[config.mk]
export PLATFORM = sky130hd
export DESIGN_NAME = pipe_hazard_ctrl
export DESIGN_NICKNAME = d
export VERILOG_FILES = /design/src/rtl/pipe_hazard_ctrl.sv
export SDC_FILE = /design/constraint.sdc
export NUM_CORES = 1
export LEC_CHECK = 0
export CORE_AREA = 2 2 39 41
export CTS_BUF_LIST = sky130_fd_sc_hd__clkbuf_16
export DETAILED_ROUTE_END_ITERATION = 8
export DIE_AREA = 0 0 41 43
export PLACE_DENSITY = 0.83
export RECOVER_POWER = 25
export SYNTH_ARGS = -nofsm -noshare
export SYNTH_HDL_FRONTEND = slang
export SYNTH_SLANG_ARGS = --single-unit
[constraint.sdc]
create_clock -name clk -period 2.7 [get_ports clk]
set_clock_uncertainty 0.05 [all_clocks]
set_input_delay 0.27 -clock clk [delete_from_list [all_inputs] [get_ports clk]]
set_output_delay 0.27 -clock clk [all_outputs]
set_load 0.03 [all_outputs]
[src/rtl/pipe_hazard_ctrl.sv]
// rtl/pipe_hazard_ctrl.sv - 5-stage pipeline hazard/flush controller with stale-fetch drain FSM
// Optional perf counters: define PIPE_HAZARD_PERF_EN.
module pipe_hazard_ctrl #(
    parameter int RAW   = 5,
    parameter int CNT_W = 32
) (
    input  logic           clk,
    input  logic           rst_n,
    input  logic           if_outstanding_i,
    input  logic           if_resp_valid_i,
    input  logic           ex_busy_i,
    input  logic           mem_busy_i,
    input  logic           id_rs1_ren_i,
    input  logic           id_rs2_ren_i,
    input  logic [RAW-1:0] id_rs1_i,
    input  logic [RAW-1:0] id_rs2_i,
    input  logic           ex_valid_i,
    input  logic           ex_load_i,
    input  logic [RAW-1:0] ex_rd_i,
    input  logic           ex_redirect_i,
    input  logic           mem_trap_i,
    output logic           pc_hold_o,
    output logic           pc_redirect_o,
    output logic           pc_sel_o,
    output logic           if_id_hold_o,
    output logic           id_ex_hold_o,
    output logic           ex_mem_hold_o,
    output logic           mem_wb_hold_o,
    output logic           if_id_clear_o,
    output logic           id_ex_clear_o,
    output logic           ex_mem_clear_o,
    output logic           mem_wb_clear_o
`ifdef PIPE_HAZARD_PERF_EN
    ,
    output logic [CNT_W-1:0] perf_lu_stall_o,
    output logic [CNT_W-1:0] perf_flush_o
`endif
);

    typedef enum logic {RUN = 1'b0, DRAIN = 1'b1} state_t;

    state_t state;
    logic   load_use;
    logic   redirect;
    logic   lu_active;

    if (CNT_W < 1) begin : g_bad_cnt_w
        $error("CNT_W must be at least 1");
    end

    assign load_use = ex_valid_i & ex_load_i & (ex_rd_i != '0) &
                      ((id_rs1_ren_i & (id_rs1_i == ex_rd_i)) |
                       (id_rs2_ren_i & (id_rs2_i == ex_rd_i)));

    always_comb begin
        pc_hold_o      = 1'b0;
        pc_redirect_o  = 1'b0;
        pc_sel_o       = 1'b0;
        if_id_hold_o   = 1'b0;
        id_ex_hold_o   = 1'b0;
        ex_mem_hold_o  = 1'b0;
        mem_wb_hold_o  = 1'b0;
        if_id_clear_o  = 1'b0;
        id_ex_clear_o  = 1'b0;
        ex_mem_clear_o = 1'b0;
        mem_wb_clear_o = 1'b0;
        redirect       = 1'b0;
        lu_active      = 1'b0;

        // Fixed priority: a stalled MEM freezes everything upstream, deferring traps/redirects
        if (mem_busy_i) begin
            pc_hold_o      = 1'b1;
            if_id_hold_o   = 1'b1;
            id_ex_hold_o   = 1'b1;
            ex_mem_hold_o  = 1'b1;
            mem_wb_clear_o = 1'b1;
        end else if (mem_trap_i) begin
            redirect       = 1'b1;
            pc_sel_o       = 1'b1;
            if_id_clear_o  = 1'b1;
            id_ex_clear_o  = 1'b1;
            ex_mem_clear_o = 1'b1;
        end else if (ex_busy_i) begin
            pc_hold_o      = 1'b1;
            if_id_hold_o   = 1'b1;
            id_ex_hold_o   = 1'b1;
            ex_mem_clear_o = 1'b1;
        end else if (ex_redirect_i) begin
            redirect       = 1'b1;
            if_id_clear_o  = 1'b1;
            id_ex_clear_o  = 1'b1;
        end else if (load_use) begin
            lu_active      = 1'b1;
            pc_hold_o      = 1'b1;
            if_id_hold_o   = 1'b1;
            id_ex_clear_o  = 1'b1;
        end else if (state == RUN && !if_resp_valid_i) begin
            if_id_clear_o  = 1'b1;
        end

        pc_redirect_o = redirect;

        // A stale fetch is in flight: drop whatever lands in IF/ID until it returns
        if (state == DRAIN) begin
            if_id_clear_o = 1'b1;
            if_id_hold_o  = 1'b0;
            if (!redirect) begin
                pc_hold_o = 1'b1;
            end
        end

        if (!rst_n) begin
            pc_hold_o      = 1'b0;
            pc_redirect_o  = 1'b0;
            pc_sel_o       = 1'b0;
            if_id_hold_o   = 1'b0;
            id_ex_hold_o   = 1'b0;
            ex_mem_hold_o  = 1'b0;
            mem_wb_hold_o  = 1'b0;
            if_id_clear_o  = 1'b0;
            id_ex_clear_o  = 1'b0;
            ex_mem_clear_o = 1'b0;
            mem_wb_clear_o = 1'b0;
        end
    end

    always_ff @(posedge clk or negedge rst_n) begin
        if (!rst_n) begin
            state <= RUN;
        end else begin
            case (state)
                RUN: begin
                    if (redirect && if_outstanding_i && !if_resp_valid_i) begin
                        state <= DRAIN;
                    end
                end
                DRAIN: begin
                    if (if_resp_valid_i) begin
                        state <= RUN;
                    end
                end
                default: state <= RUN;
            endcase
        end
    end

`ifdef PIPE_HAZARD_PERF_EN
    always_ff @(posedge clk or negedge rst_n) begin
        if (!rst_n) begin
            perf_lu_stall_o <= '0;
            perf_flush_o    <= '0;
        end else begin
            if (lu_active && perf_lu_stall_o != '1) begin
                perf_lu_stall_o <= perf_lu_stall_o + 1'b1;
            end
            if (redirect && perf_flush_o != '1) begin
                perf_flush_o <= perf_flush_o + 1'b1;
            end
        end
    end
`else
    logic unused_lu;
    assign unused_lu = lu_active;
`endif

endmodule

Word level (Yosys, flattened, before mapping)
Index checks and enable logic that the tools add are counted.

Eq/ne operators: 2. Multiplexer cells: 43. Reductions and logical operators: 5. Bitwise operators: 7.

Operators with widths (number): $mux W1 (42); $eq A5 B5 Y1 (2); $and A1 B1 Y1 (5); $reduce_bool A5 Y1 (1); $logic_and A1 B1 Y1 (3); $pmux W1 S2 (1); $logic_not A1 Y1 (1); $not A1 Y1 (1); $or A1 B1 Y1 (1).

Logic and storage cells: 58. Register bits after elaboration: 1. Input bits: 27. Output and inout port bits: 11.

Logic depth before layout (Yosys ltp)
Gate-level depths: netlist of run 1.

Word-level depth: 12. Depth in mapped cells: 4. Depth with buffers taken out: 4.

Worst setup path before layout of run 1
No wires, ideal clock.

Kind: input to output. From: input ex_rd_i[2]. To: output if_id_hold_o. Arrival time: 1.979 ns. Stages on the path: 4. Path buffers: 0. Path slack: 0.401 ns. Required time: 2.380 ns. Path through: xor2_1 -> nor4_1 -> a32oi_1 -> o41ai_1.

Longest elaborated chain between the ends: 11. Elaborated cells on any way between the ends: 15. Classes of those cells: 2 x eq/ne; 7 x mux; 5 x bitwise; 1 x reduce/logical.

RTL lines: start, declared (RTL line 19) `input logic [RAW-1:0] ex_rd_i,`; $eq A5 B5 Y1 (on tied branches) (RTL line 52, 53); $and A1 B1 Y1 (on tied branches) (RTL line 52, 53); $or A1 B1 Y1 (RTL line 52) `((id_rs1_ren_i & (id_rs1_i == ex_rd_i)) |`; $and A1 B1 Y1 * (RTL line 51) `assign load_use = ex_valid_i & ex_load_i & (ex_rd_i != '0) &`; $mux W1 * (RTL line 92) `end else if (load_use) begin`; $mux W1 * (RTL line 88) `end else if (ex_redirect_i) begin`; $mux W1 * (RTL line 83) `end else if (ex_busy_i) begin`; $mux W1 * (RTL line 77) `end else if (mem_trap_i) begin`; $mux W1 * (RTL line 71) `if (mem_busy_i) begin`; $mux W1 * (RTL line 104) `if (state == DRAIN) begin`; $mux W1 * (RTL line 112) `if (!rst_n) begin`; end, declared (RTL line 25) `output logic if_id_hold_o,`.

Every way passes the cells marked *; elsewhere a longest branch is shown, timed or not.

Worst setup path in the final report of run 1
Same ends and word-level chain as after synthesis.

==> load_flow_metrics.sql, run 1 <==
INSERT INTO impl_metrics (metric_group, metric, value, unit) VALUES
('final_layout', 'diodes', '0', ''),
('route', 'vias', '454', ''),
('route', 'drcViolationCount', '0', ''),
('final_layout', 'num-nets-final', '109', ''),
('route', 'via_per_inst', '4.73', ''),
('route', 'detailedRoute.firstPassIterationCount', '4', ''),
('place', 'hpwl', '912', 'um'),
('place', 'dp_slack', '100', 'ps'),
('route', 'post_drt_wl_per_cell', '11.1', 'um'),
('place', 'port_buffers', '36', ''),
('floorplan', 'die_w', '41', 'um'),
('synth', 'synthesis.area', '318', 'sq um'),
('global_route', 'maximum_number_of_pins_on_one_net_before_global_route_repair', '7', ''),
('synth', 'ys_ff_latch', '1', ''),
('synth', 'largest_cells_by_area_after_synthesis', 'sky130_fd_sc_hd__xor2_1, sky130_fd_sc_hd__dfrtp_1, sky130_fd_sc_hd__nor2_1', ''),
('route', 'postRouteWirelength', '1.06', 'mm'),
('clock_network', 'clock_insertion_delay_worst_skew', '0', 'ps'),
('final_layout', 'reg_top3', 'state x1', ''),
('worst_setup_path', 'worstPathRequired', '2380', 'ps'),
('synth', 'synth-compound-area-share', '24.4', '%'),
('sta', 'finalCriticalPeriod', '2510', 'ps'),
('final_layout', 'layout-drive-gt1-share', '8.75', '%'),
('final_layout', 'final_util', '50.4', '%'),
('synth', 'synth_simple_gate_area_share', '33.1', '%'),
('final_layout', 'layout_commonest_cell', 'sky130_fd_sc_hd__clkdlybuf4s50_1', ''),
('sta', 'final-max-slew-violation-count', '0', ''),
('synth', 'synthXorXnorAreaFrac', '27.6', '%'),
('sta', 'timing.fmax', '0.398', 'GHz'),
('worst_setup_path', 'timing.critical_path.slowest_stage_cell', 'sky130_fd_sc_hd__clkdlybuf4s50_1', ''),
('power', 'power.leakage', '0.278', 'nW'),
('synth', 'yosysSeqAreaShare', '7.87', '%'),
('final_layout', 'design_area', '697', 'sq um'),
('final_layout', 'registers.top_by_ff_count', 'state', ''),
('synth', 'post_synth_mux_area_share', '0', '%'),
('worst_setup_path', 'path_common_cell', 'sky130_fd_sc_hd__buf_4', ''),
('synth', 'synthesis.nets', '70', ''),
('floorplan', 'die_height', '43', 'um'),
('synth', 'synth_cell_type_count', '26', ''),
('place', 'placement.cell_area', '698', 'sq um'),
('synth', 'synth_top_family_by_area', 'simple AND/OR/NAND/NOR gates', ''),
('sta', 'period_share', '93.1', '%'),
('worst_setup_path', 'critical-path-top-delay-family', 'buffers and inverters', ''),
('floorplan', 'placeableCoreArea', '1380', 'sq um'),
('power', 'power', '0.131', 'mW'),
('final_layout', 'highest_count_cells_in_the_layout_ignoring_fill_and_taps', 'sky130_fd_sc_hd__clkdlybuf4s50_1, sky130_fd_sc_hd__xor2_1, sky130_fd_sc_hd__nor2_1', ''),
('worst_setup_path', 'cp_num_buf_inv', '3', ''),
('global_route', 'wire_length_of_the_first_global_routing_pass', '1.64', 'mm'),
('global_route', 'gr-total-overflow', '0', ''),
('global_route', 'groute.usage.overall', '12.4', '%'),
('place', 'place.gp.congestion', '0.764', ''),
('synth', 'postSynthCellCount', '43', ''),
('worst_setup_path', 'rrSetupSlack', '1970', 'ps'),
('route', 'antenna_violating_nets_post_route', '0', ''),
('final_layout', 'area_growth_syn_to_layout', '119', '%'),
('synth', 'yosysTopAreaCell', 'sky130_fd_sc_hd__xor2_1', ''),
('worst_setup_path', 'setup_crit_end_kind', 'output port', ''),
('job', 'total_of_max_cap_violations', '0', ''),
('worst_setup_path', 'timing.critical_path.fanout_max', '3', ''),
('sta', 'final_hold_viols', '0', ''),
('status', 'run_status', 'finished clean', ''),
('global_route', 'grt_antenna_before_repair', '0', ''),
('sta', 'finalSetupViolations', '0', ''),
('power', 'power.ir.vdd_worst', '0.0954', 'mV'),
('worst_setup_path', 'timing.critical_path.slowest_cell_delay', '470', 'ps'),
('floorplan', 'placementRows', '14', ''),
('worst_setup_path', 'worst-setup-path-type', 'input port to output port', ''),
('synth', 'yosys.area_share.adder', '0', '%'),
('final_layout', 'largest_register_ffs', '1', ''),
('synth', 'fraction_of_synthesized_cell_area_taken_by_the_top_area_cell_type', '22.0', '%'),
('power', 'power_density', '189', 'nW/um^2'),
('floorplan', 'floorplan.initialDensity', '23.0', '%');
## metal layers
layer	vias to the layer above	share of wire (%)	track usage, %
li1	231	-	-
met1	194	38	13.7
met5	-	0	0
met3	0	11	1.57
met2	29	52	23.8
met4	0	0	1.33
## worst paths after layout
check,from,end,cells after the start
max in group asynchronous,rst_n,state,2
min in group asynchronous,rst_n,state,2
max,ex_rd_i[2],if_id_hold_o,7
min,state,state,2
min reg2reg,state,state,2
max reg2reg,state,state,2
## power breakdown
| group | leakage [nW] | internal [mW] | switching, mW |
|---|---|---|---|
| sequential | 0.0135 | 0.0161 | 0.00125 |
| clock | 0 | 0 | 0 |
| combinational | 0.265 | 0.0631 | 0.0509 |
| total | 0.278 | 0.0793 | 0.0522 |
## worst reg2reg max path, cell delays in order (launching register included)
cell and delay (ps):
sky130_fd_sc_hd__dfrtp_1 400, sky130_fd_sc_hd__nor2_1 120, sky130_fd_sc_hd__nor2_1 40
## final cells by class
cell class	count	area, sq um	area share [%]
multi-input cells	39	274	39.3
inverters	1	3.75	0.539
repair buffers	39	374	53.7
well taps	16	20.0	2.87
flip-flops and latches	1	25.0	3.59
## kinds of logic after synthesis
kind of cell,after synthesis
DFF,1
other,1
and+or+nand+nor,19
buffers and inverters,3
xor gates and xnor gates,10
AOI/OAI and AO/OA,9
## metrics by stage
step	std cells	hold slack [ps]
after floorplan	43	-75.6
final	96	540
after global placement	96	515
after CTS	96	535
after global routing	96	593
after detailed placement	96	534
## synth_stat cells
library cell / number
sky130_fd_sc_hd__a31oi_1: 1
sky130_fd_sc_hd__nor3_1: 1
sky130_fd_sc_hd__a211oi_1: 1
sky130_fd_sc_hd__xor2_1: 8
sky130_fd_sc_hd__nand2b_1: 2
sky130_fd_sc_hd__nor4_1: 2
sky130_fd_sc_hd__and2_0: 1
sky130_fd_sc_hd__o41ai_1: 1
sky130_fd_sc_hd__buf_4: 2
sky130_fd_sc_hd__conb_1: 1
sky130_fd_sc_hd__dfrtp_1: 1
sky130_fd_sc_hd__nor4b_1: 1
sky130_fd_sc_hd__o21a_1: 1
sky130_fd_sc_hd__and2_1: 1
sky130_fd_sc_hd__a32oi_1: 1
sky130_fd_sc_hd__or3_1: 1
sky130_fd_sc_hd__or4_1: 2
sky130_fd_sc_hd__nor2_1: 6
sky130_fd_sc_hd__o221a_2: 1
sky130_fd_sc_hd__o211ai_2: 1
sky130_fd_sc_hd__nand2_1: 1
sky130_fd_sc_hd__xnor2_1: 2
sky130_fd_sc_hd__o31ai_1: 1
sky130_fd_sc_hd__nor2b_1: 1
sky130_fd_sc_hd__o21bai_1: 1
sky130_fd_sc_hd__inv_1: 1
## repair_timing
action	in CTS	in global routing
endpoints found under the setup margin	0	1
gates resized for setup	0	1
hold buffers	0	0
Power figures use the tool's default switching activity.
==> inputs of run 2 (changes only) <==
--- a/config.mk
+++ b/config.mk
@@ -9,7 +9,7 @@
 export CTS_BUF_LIST = sky130_fd_sc_hd__clkbuf_16
 export DETAILED_ROUTE_END_ITERATION = 8
 export DIE_AREA = 0 0 41 43
-export PLACE_DENSITY = 0.83
+export PLACE_DENSITY = 0.74
 export RECOVER_POWER = 25
 export SYNTH_ARGS = -nofsm -noshare
 export SYNTH_HDL_FRONTEND = slang
==> run 2 against run 1 <==
Register-to-register slack hardly changed. Maximum frequency fell by 1.7%. Flip-flop and latch count stayed put. Combinational power is essentially flat. Total power is 0.63% lower. Global-route usage increased by 0.29 points. Critical path depth shrank 1. Utilization fell by 0.18 points. First-iteration DRC count grew to 3.5 times the previous value. Hold slack lost 4.8 ps. Worst setup slack worse by 43 ps. Critical endpoint is now id_ex_clear_o.
==> load_flow_metrics.sql, run 2 (synthesis gave the netlist of run 1 again) <==
INSERT INTO impl_metrics (metric_group, metric, value, unit) VALUES
('clock_network', 'cts.reportedPaths.clkPinSlew', '0', 'ps'),
('final_layout', 'layout.filler_cells', '145', ''),
('global_route', 'gr-total-overflow', '0', ''),
('place', 'port_buffers', '36', ''),
('power', 'power.ir.vdd_worst', '0.0851', 'mV'),
('worst_setup_path', 'worstPathRequired', '2380', 'ps'),
('route', 'met1_length', '408', 'um'),
('final_layout', 'design_area', '694', 'sq um'),
('global_route', 'groute.usage.overall', '12.7', '%'),
('floorplan', 'placementRows', '14', ''),
('status', 'run_status', 'finished clean', ''),
('worst_setup_path', 'timing.critical_path.slowest_cell_delay', '680', 'ps'),
('final_layout', 'reg_top3', 'state x1', ''),
('route', 'drcViolationCount', '0', ''),
('place', 'place.gp.congestion', '0.730', ''),
('worst_setup_path', 'timing.critical_path.slowest_stage_cell', 'sky130_fd_sc_hd__clkdlybuf4s50_1', ''),
('global_route', 'grt_antenna_before_repair', '0', ''),
('final_layout', 'layout-drive-gt1-share', '8.75', '%'),
('clock_network', 'postCtsResizedCells', '0', ''),
('global_route', 'grt_pass1_vias', '468', ''),
('route', 'detailedRoute.firstPassIterationCount', '3', ''),
('final_layout', 'final_util', '50.2', '%'),
('sta', 'grt_setup_unrepaired', 'false', ''),
('worst_setup_path', 'setup_crit_end_kind', 'output port', ''),
('worst_setup_path', 'worstPathArrival', '2240', 'ps'),
('clock_network', 'postCtsHoldBufs', '0', ''),
('sta', 'period_share', '94.7', '%'),
('final_layout', 'diodes', '0', ''),
('job', 'total_of_max_cap_violations', '0', ''),
('worst_setup_path', 'cp_num_buf_inv', '2', ''),
('place', 'hpwl', '884', 'um'),
('place', 'placement.cell_area', '698', 'sq um'),
('sta', 'finalWorstSetupSlack', '142', 'ps'),
('sta', 'setup_tns', '0', 'ps'),
('route', 'postRouteWirelength', '992', 'um'),
('floorplan', 'num_io_pins', '38', ''),
('place', 'dp_slack', '136', 'ps'),
('worst_setup_path', 'critPathLaunchType', 'input port', ''),
('worst_setup_path', 'critical-path-top-delay-family', 'buffers and inverters', ''),
('sta', 'timing.fmax', '0.391', 'GHz'),
('global_route', 'maximum_number_of_pins_on_one_net_before_global_route_repair', '7', ''),
('route', 'post_drt_wl_per_cell', '10.3', 'um'),
('worst_setup_path', 'timing.critical_path.fanout_max', '3', ''),
('route', 'antenna_violating_nets_post_route', '0', ''),
('global_route', 'wire_length_of_the_first_global_routing_pass', '1.66', 'mm'),
('route', 'via_per_inst', '4.65', ''),
('floorplan', 'floorplan.initialDensity', '23.0', '%'),
('route', 'detailedRoute.firstIterationViolations', '7', ''),
('final_layout', 'layout_commonest_cell', 'sky130_fd_sc_hd__clkdlybuf4s50_1', ''),
('clock_network', 'cts_setup_buffers', '0', ''),
('floorplan', 'placeableCoreArea', '1380', 'sq um'),
('final_layout', 'area_growth_syn_to_layout', '119', '%'),
('floorplan', 'die_w', '41', 'um'),
('route', 'topRoutingLayerUsed', 'met3', ''),
('worst_setup_path', 'path_common_cell', 'sky130_fd_sc_hd__clkdlybuf4s50_1', ''),
('hold_path', 'worst_hold_path_type', 'flop to flop', ''),
('floorplan', 'die_height', '43', 'um'),
('worst_setup_path', 'path_cells', 'clkdlybuf4s50_1 > xor2_1 > nor4_1 > a32oi_1 > o21bai_1 > clkdlybuf4s50_1', ''),
('clock_network', 'clock_insertion_delay_worst_skew', '0', 'ps'),
('power', 'power.leakage', '0.262', 'nW'),
('sta', 'final-max-slew-violation-count', '0', ''),
('route', 'wl_met3', '95', 'um'),
('sta', 'final_hold_viols', '0', ''),
('final_layout', 'num-nets-final', '109', ''),
('sta', 'finalCriticalPeriod', '2560', 'ps'),
('route', 'wl_met2', '488', 'um'),
('final_layout', 'registers.top_by_ff_count', 'state', ''),
('worst_setup_path', 'worst-setup-path-type', 'input port to output port', ''),
('route', 'vias', '446', ''),
('final_layout', 'largest_register_ffs', '1', ''),
('final_layout', 'highest_count_cells_in_the_layout_ignoring_fill_and_taps', 'sky130_fd_sc_hd__clkdlybuf4s50_1, sky130_fd_sc_hd__xor2_1, sky130_fd_sc_hd__nor2_1', ''),
('sta', 'finalSetupViolations', '0', ''),
('power', 'power_density', '188', 'nW/um^2'),
('floorplan', 'floorplan.die_area', '1760', 'sq um');
[run 2: cell count changes in the layout (fill, tap and decap cells not counted), sizes merged]
cell,before,now
dlymetal6s2s,1,0
clkdlybuf4s50,30,31
[run 2: per-stage QoR]
step / std cells / hold WS [ps] / total power, mW
after floorplan: 43 / -75.6 / 0.0673
after global placement: 96 / 516 / 0.132
after detailed placement: 96 / 516 / 0.132
after CTS: 96 / 516 / 0.133
after global routing: 96 / 557 / 0.140
final: 96 / 535 / 0.131
[run 2: worst paths after layout]
path                            start       endpoint  slack [ps]  depth (start not counted)
max                        ex_rd_i[2]  id_ex_clear_o         140                          6
min                             state          state         540                          2
max reg2reg                     state          state        1970                          2
min reg2reg                     state          state         540                          2
max in group asynchronous       rst_n          state        1860                          2
min in group asynchronous       rst_n          state         550                          2
[run 2: per-layer routing]
metal	global-route usage (%)	vias to the layer above
li1	-	233
met1	14.3	188
met2	25.0	25
met3	1.05	0
met4	0	0
met5	0	-
[run 2: where the power goes]
part           leakage (nW)  switching, mW  internal, mW  total, mW
clock                     0              0             0          0
combinational         0.249         0.0500        0.0632      0.113
sequential           0.0135        0.00127        0.0161     0.0174
total                 0.262         0.0512        0.0794      0.131
[run 2: area by class of cell]
cell class              instances  area [sq um]  area share, %
well taps                      16          20.0           2.88
repair buffers                 39           372           53.5
flip-flops and latches          1          25.0           3.60
inverters                       1          3.75          0.541
multi-input cells              39           274           39.5
[run 2: worst reg2reg max path: stages, from the launching register on]
cell                      delay [ps]
sky130_fd_sc_hd__dfrtp_1         410
sky130_fd_sc_hd__nor2_1          120
sky130_fd_sc_hd__nor2_1           40
